===== src/rtl/first_ring_buffer_pkg.sv =====
// rtl/first_ring_buffer_pkg.sv - shared helpers for the first_ring_buffer block
//
// Purpose : modular pointer arithmetic used by the ring buffer. DEPTH is not
//           required to be a power of two, so wrap-around is computed with an
//           explicit modulo instead of relying on pointer overflow.
// Ports   : none (package)
package first_ring_buffer_pkg;

   // (base + inc) mod depth, evaluated in 32-bit unsigned arithmetic.
   function automatic int unsigned wrap_add(input int unsigned base,
                                            input int unsigned inc,
                                            input int unsigned depth);
      return (base + inc) % depth;
   endfunction

endpackage


===== src/rtl/first_ring_buffer.sv =====
// rtl/first_ring_buffer.sv - multi-lane write, single-word read circular buffer
//
// Purpose : accepts beats of NUM_LANE words and emits them one word per cycle
//           in write order (beat order, then lane index). Storage is
//           NUM_LANE*BURST_LENGTH words. A beat is accepted only when the whole
//           beat fits; otherwise it is dropped.
// Ports   : clk   - single clock, rising edge
//           rst   - synchronous active-high reset
//           wen   - write one beat of NUM_LANE words
//           ren   - read one word (downstream "not full")
//           din   - write beat, lane 0 is the oldest word
//           valid - dout holds a newly popped word this cycle
//           dout  - registered output word
module first_ring_buffer
   import first_ring_buffer_pkg::*;
#(
   parameter int DATA_WIDTH   = 32,
   parameter int NUM_LANE     = 2,
   parameter int BURST_LENGTH = 32
) (
   input  logic                                 clk,
   input  logic                                 rst,
   input  logic                                 wen,
   input  logic                                 ren,
   input  logic [NUM_LANE-1:0][DATA_WIDTH-1:0]  din,
   output logic                                 valid,
   output logic [DATA_WIDTH-1:0]                dout
);

   localparam int DEPTH = NUM_LANE * BURST_LENGTH;
   localparam int PTR_W = (DEPTH > 1) ? $clog2(DEPTH) : 1;
   localparam int CNT_W = $clog2(DEPTH + 1);

   localparam logic [CNT_W-1:0] DEPTH_C = CNT_W'(DEPTH);
   localparam logic [CNT_W-1:0] LANE_C  = CNT_W'(NUM_LANE);
   localparam logic [PTR_W-1:0] LAST_C  = PTR_W'(DEPTH - 1);

   logic [DATA_WIDTH-1:0] r_mem [DEPTH];
   logic [PTR_W-1:0]      r_wptr;
   logic [PTR_W-1:0]      r_rptr;
   logic [CNT_W-1:0]      r_count;
   logic                  r_valid;
   logic [DATA_WIDTH-1:0] r_dout;

   logic [CNT_W-1:0]      w_free;
   logic                  w_wr_ok;
   logic                  w_rd_ok;
   logic [PTR_W-1:0]      w_waddr [NUM_LANE];
   logic [PTR_W-1:0]      w_wptr_next;

   // Both accept decisions use the occupancy at the start of the cycle, so a
   // read in the same cycle does not make room for a write.
   assign w_free  = DEPTH_C - r_count;
   assign w_wr_ok = wen && (w_free >= LANE_C);
   assign w_rd_ok = ren && (r_count != '0);

   always_comb begin
      for (int k = 0; k < NUM_LANE; k++) begin
         w_waddr[k] = PTR_W'(wrap_add(32'(r_wptr), 32'(k), 32'(DEPTH)));
      end
      w_wptr_next = PTR_W'(wrap_add(32'(r_wptr), 32'(NUM_LANE), 32'(DEPTH)));
   end

   // Memory is not reset; stale contents are unreachable once pointers clear.
   always_ff @(posedge clk) begin
      if (!rst && w_wr_ok) begin
         for (int k = 0; k < NUM_LANE; k++) begin
            r_mem[w_waddr[k]] <= din[k];
         end
      end
   end

   always_ff @(posedge clk) begin
      if (rst) begin
         r_wptr  <= '0;
         r_rptr  <= '0;
         r_count <= '0;
         r_valid <= 1'b0;
         r_dout  <= '0;
      end else begin
         if (w_wr_ok) begin
            r_wptr <= w_wptr_next;
         end

         r_valid <= w_rd_ok;
         if (w_rd_ok) begin
            r_dout <= r_mem[r_rptr];
            r_rptr <= (r_rptr == LAST_C) ? '0 : r_rptr + 1'b1;
         end

         case ({w_wr_ok, w_rd_ok})
            2'b10:   r_count <= r_count + LANE_C;
            2'b01:   r_count <= r_count - 1'b1;
            2'b11:   r_count <= r_count + LANE_C - 1'b1;
            default: r_count <= r_count;
         endcase
      end
   end

   assign valid = r_valid;
   assign dout  = r_dout;

endmodule


===== config.mk =====
export PLATFORM = sky130hd
export DESIGN_NAME = first_ring_buffer
export DESIGN_NICKNAME = d
export VERILOG_FILES = /design/src/rtl/first_ring_buffer_pkg.sv /design/src/rtl/first_ring_buffer.sv
export SDC_FILE = /design/constraint.sdc
export NUM_CORES = 2
export LEC_CHECK = 0
export BUFFER_PORTS_ARGS = -buffer_cell sky130_fd_sc_hd__buf_2
export CAP_MARGIN = 20
export CORE_MARGIN = 1
export CORE_UTILIZATION = 35
export CTS_CLUSTER_DIAMETER = 120
export DETAILED_ROUTE_END_ITERATION = 8
export PLACE_DENSITY_LB_ADDON = 0.15
export SLEW_MARGIN = 20
export SYNTH_ARGS = -nofsm -noshare
export SYNTH_HDL_FRONTEND = slang
export SYNTH_SLANG_ARGS = --single-unit

===== constraint.sdc =====
create_clock -name clk -period 13.8 [get_ports clk]
set_input_delay 0 -clock clk [delete_from_list [all_inputs] [get_ports clk]]
set_output_delay 0 -clock clk [all_outputs]
set_load 0.005 [all_outputs]

==> summary.md <==
| Metric | Value |
|---|---|
| Clock edge transition at the registers on the reported setup and hold paths | 0.06 ns |
| Worst-case setup slack after placement | 9.012 ns |
| Setup slack of the most critical reg-to-reg path | 9.03 ns |
| Average detailed-routed wire length per instance | 29.71 um |
| Number of I/O pins | 101 |
| Overall via count from detail_route | 38710 |
| Antenna violations before repair | 13 |
| Final min period | 4.771 ns |
| Post-route clock period utilization | 0.3457 |
| Data required, critical path | 14.26 ns |
| Number of cells on the worst reg-to-reg path | 10 |
| Portion of the post-synthesis area used by sequential elements | 0.7787 |
| Drt first-iter violations | 3336 |
| Cts-stage hold buffer count | 68 |
| Setup Skew | 0.02959 ns |
| # nets final | 4071 |
| DRC violations left | 0 |
| Peak Freq | 209.6 MHz |
| Worst-Skew Late Latency | 0.85 ns |
| Area fraction in compound gates after synthesis | 0.03488 |
| Buffer depth of the longest clock path | 3 |
| Setup repair bufs after CTS | 0 |
| Number of slew-limit violations in the final report | 0 |
| Grt total ovfl | 0 |
| Starting density of the core | 0.3526 |
| Post-DRT Antenna Nets | 0 |
| Placeable Area | 0.2277 sq mm |
| Synth Area in Simple Gates | 0.02051 |
| Hold/Removal Path Class | in2reg |
| Post-synthesis to final-layout area growth | 15.00% |
| Final number of hold-violating endpoints | 0 |
| Outcome | complete, no violations |
| Clock Sink Count | 2099 |
| Half-perimeter wire length after placement | 118.2 mm |
| Data arrival at the endpoint of the critical path | 5.23 ns |
| Startpoint of the lowest-slack register-to-register path | r_count[1]$_SDFFE_PP0P_ |
| Type of origin of the critical path | register |
| Critical path type | reg2reg |
| Max-cap check violation count | 0 |
| Worst ir drop on vdd | 0.1348 mV |
| Critical path startpoint | r_count[1]$_SDFFE_PP0P_ |
| Placed cells | 6716 |
| Number of enable-type register cells in the synthesized netlist | 2048 |
| Gpl congestion | 0.7378 |
| Worst slew slack as a fraction of its limit | 0.2097 |
| Average cell area after synthesis | 21.58 sq um |
| Async set or reset register ratio after synthesis | 0 |
| Quantity of gates resized following cts | 0 |
| Via count of the first global-routing pass | 40270 |
| Unrepaired setup endpoints after global routing | false |
| Cell area power density | 166.3 mW/mm^2 |
| Yosys warnings | 0 |
| Dominant combinational cell family by area after synthesis | multiplexers |
| Worst Tran Pin Value | 1.185 ns |
| Share of synthesized area spent on multiplexers | 0.1474 |
| CTS Buf Count | 217 |
| Largest net degree at the start of global routing | 126 |
| Critical-path maximum fanout | 40 |
| Synthesized cell area | 0.08028 sq mm |
| First-pass iteration count of the detailed router | 5 |
| Worst flop-to-flop path endpoint | r_mem[9][12]$_DFFE_PP_ |
| Post-Route WL | 214.0 mm |
| Wire length of the first global-routing pass | 304.0 mm |
| Adder and majority gate portion of the synthesized area | 0.001403 |
| Critical path, cell by cell | inv_1 -> ha_1 -> or4b_4 -> nor2_2 -> o211ai_2 -> nand2_1 -> nor2_1 -> nand2_1 -> nor2_4 -> buf_4 |
| Row cnt | 175 |
| Number of failing setup endpoints in the final timing report | 0 |
| Cells after Synth | 3720 |
| Vias per inst | 5.373 |
| Min-Delay Path Depth | 2 |
| Library cell used as clock root buffer | sky130_fd_sc_hd__clkbuf_16 |
| Gr usage total | 0.1852 |
| Setup WS post-layout | 9.029 ns |
| End point of the critical path | r_mem[9][12]$_DFFE_PP_ |
| Ratio of cells with drive above 1 in the final layout | 0.2383 |
| Share of the synthesized netlist area taken by xor and xnor gates | 0.001948 |
| TritonCTS clock tree | built |
| H-tree depth reported by CTS | 4 |
| Number of buffers added on ports | 100 |
| Die Area | 0.2313 sq mm |
| Top cell by count, worst path | sky130_fd_sc_hd__nand2_1 |
| Element type at the critical path end | register |
| Critical path's largest stage delay | 1.01 ns |
| Chip Height | 480.9 um |
| Most frequently used flop master after synthesis | sky130_fd_sc_hd__edfxtp_1 |
| Post-route insts no fill | 7204 |
| Final setup TNS | 0 ns |
| Die boundary width | 480.9 um |
| Master of the slowest instance on the critical path | sky130_fd_sc_hd__nor2_4 |
| Hold Path Origin | din[45] |
| Mapped Nets | 3797 |
| Unique cell type count in the Yosys netlist | 71 |
| Leakage power of the design | 27.72 nW |
| Post-synthesis register bit count | 2099 |
## logic make-up (layout without fill, tap and decap cells)
| family | after synthesis | after routing |
|---|---|---|
| and+or+nand+nor | 318 | 318 |
| adders and majority gates | 9 | 9 |
| other | 0 | 7 |
| DFF | 2099 | 2099 |
| AOI/OAI and AO/OA | 380 | 380 |
| muxes | 679 | 679 |
| buffers and inverters | 218 | 686 |
| xor gates and xnor gates | 17 | 17 |
## layout make-up
cell class	count	area (sq um)
Inverter	10	37.54
Tap cell	3009	3765
Antenna cell	7	17.52
Clock buffer	294	5993
Fill cell	20240	135400
Clock inverter	119	1094
Multi-Input combinational cell	1403	16890
Sequential cell	2099	62540
Timing Repair Buffer	263	1992
## worst max-delay path: cells and delay by family, from the launching register on
kind | cells | cell delay, ns
AND/OR/NAND/NOR | 6 | 2.41
buffers and inverters | 2 | 0.89
flip-flops | 1 | 0.53
AO/OA/AOI/OAI | 1 | 0.24
adder cells (fa/ha/maj) | 1 | 0.23
## Yosys cell counts, drive strengths merged, types with 13 or more instances
master / number / share of area
dfxtp: 51 / 0.013
buf: 151 / 0.012
mux2i: 268 / 0.033
o21ai: 15 / 0.00094
o22ai: 22 / 0.0017
a211oi: 31 / 0.0029
nand2b: 13 / 0.0010
a32o: 13 / 0.0016
nand2: 58 / 0.0028
nand3: 52 / 0.0032
clkbuf: 57 / 0.0027
nand4: 29 / 0.0023
a22o: 17 / 0.0019
edfxtp: 2048 / 0.77
mux4: 402 / 0.11
a21oi: 63 / 0.0040
o221ai: 19 / 0.0021
nor3: 24 / 0.0016
a221oi: 16 / 0.0017
nor3b: 15 / 0.0014
nor2b: 30 / 0.0023
nor2: 70 / 0.0034
a22oi: 140 / 0.013
## where the power goes
group	internal [W]	switching [W]	leakage, nW
Clock	0.00334	0.00248	3.49
Combinational	0.00106	0.00128	5.38
Sequential	0.00707	0.000121	18.8
## sequential cells by signal, summed over array words and instances (netlist names)
register	cells
dout	32
r_count	7
r_mem	2048
r_rptr	6
r_wptr	5
valid	1
## layout by cell type, fill, tap and decap left out, drive strengths merged, types with 16 or more instances in the layout
| master | n |
|---|---|
| mux2i | 268 |
| nand4 | 29 |
| nor2 | 70 |
| o22ai | 22 |
| a211oi | 31 |
| bufinv | 16 |
| clkinv | 91 |
| o221ai | 19 |
| nor2b | 30 |
| edfxtp | 2048 |
| inv | 20 |
| dfxtp | 51 |
| mux4 | 402 |
| nand2 | 58 |
| a221oi | 16 |
| a22o | 17 |
| nor3 | 24 |
| a21oi | 63 |
| dlygate4sd3 | 68 |
| clkbuf | 294 |
| a22oi | 140 |
| nand3 | 52 |
| buf | 195 |
## layer usage
metal,global-route usage,share of wire
met5,0,0.000061
met4,0.04548,0.020
met3,0.03362,0.056
met2,0.3018,0.48
met1,0.2564,0.44
## per-stage QoR
stage	instance area [sq um]	hold WS (ns)	total power, W	utilization
6_report	92330	0.2519	0.01535	0.4054
3_5_place_dp	84540	0.3975	0.009709	0.3712
5_1_grt	92310	0.2493	0.01591	0.4054
4_1_cts	92310	0.1996	0.01556	0.4054
2_1_floorplan	80280	0.09887	0.008960	-
3_3_place_gp	84480	0.3982	0.009705	0.3710
## worst min-delay path by stage
stage                                    endpoint  slack, ns
after floorplan             r_mem[0][0]$_DFFE_PP_        0.1
after global placement                      valid       0.40
after detailed placement                    valid       0.40
after CTS                 r_mem[27][13]$_DFFE_PP_       0.20
after global routing       r_mem[46][1]$_DFFE_PP_       0.25
final                     r_mem[27][13]$_DFFE_PP_       0.25
No activity file was read; power rests on OpenSTA's default activity.
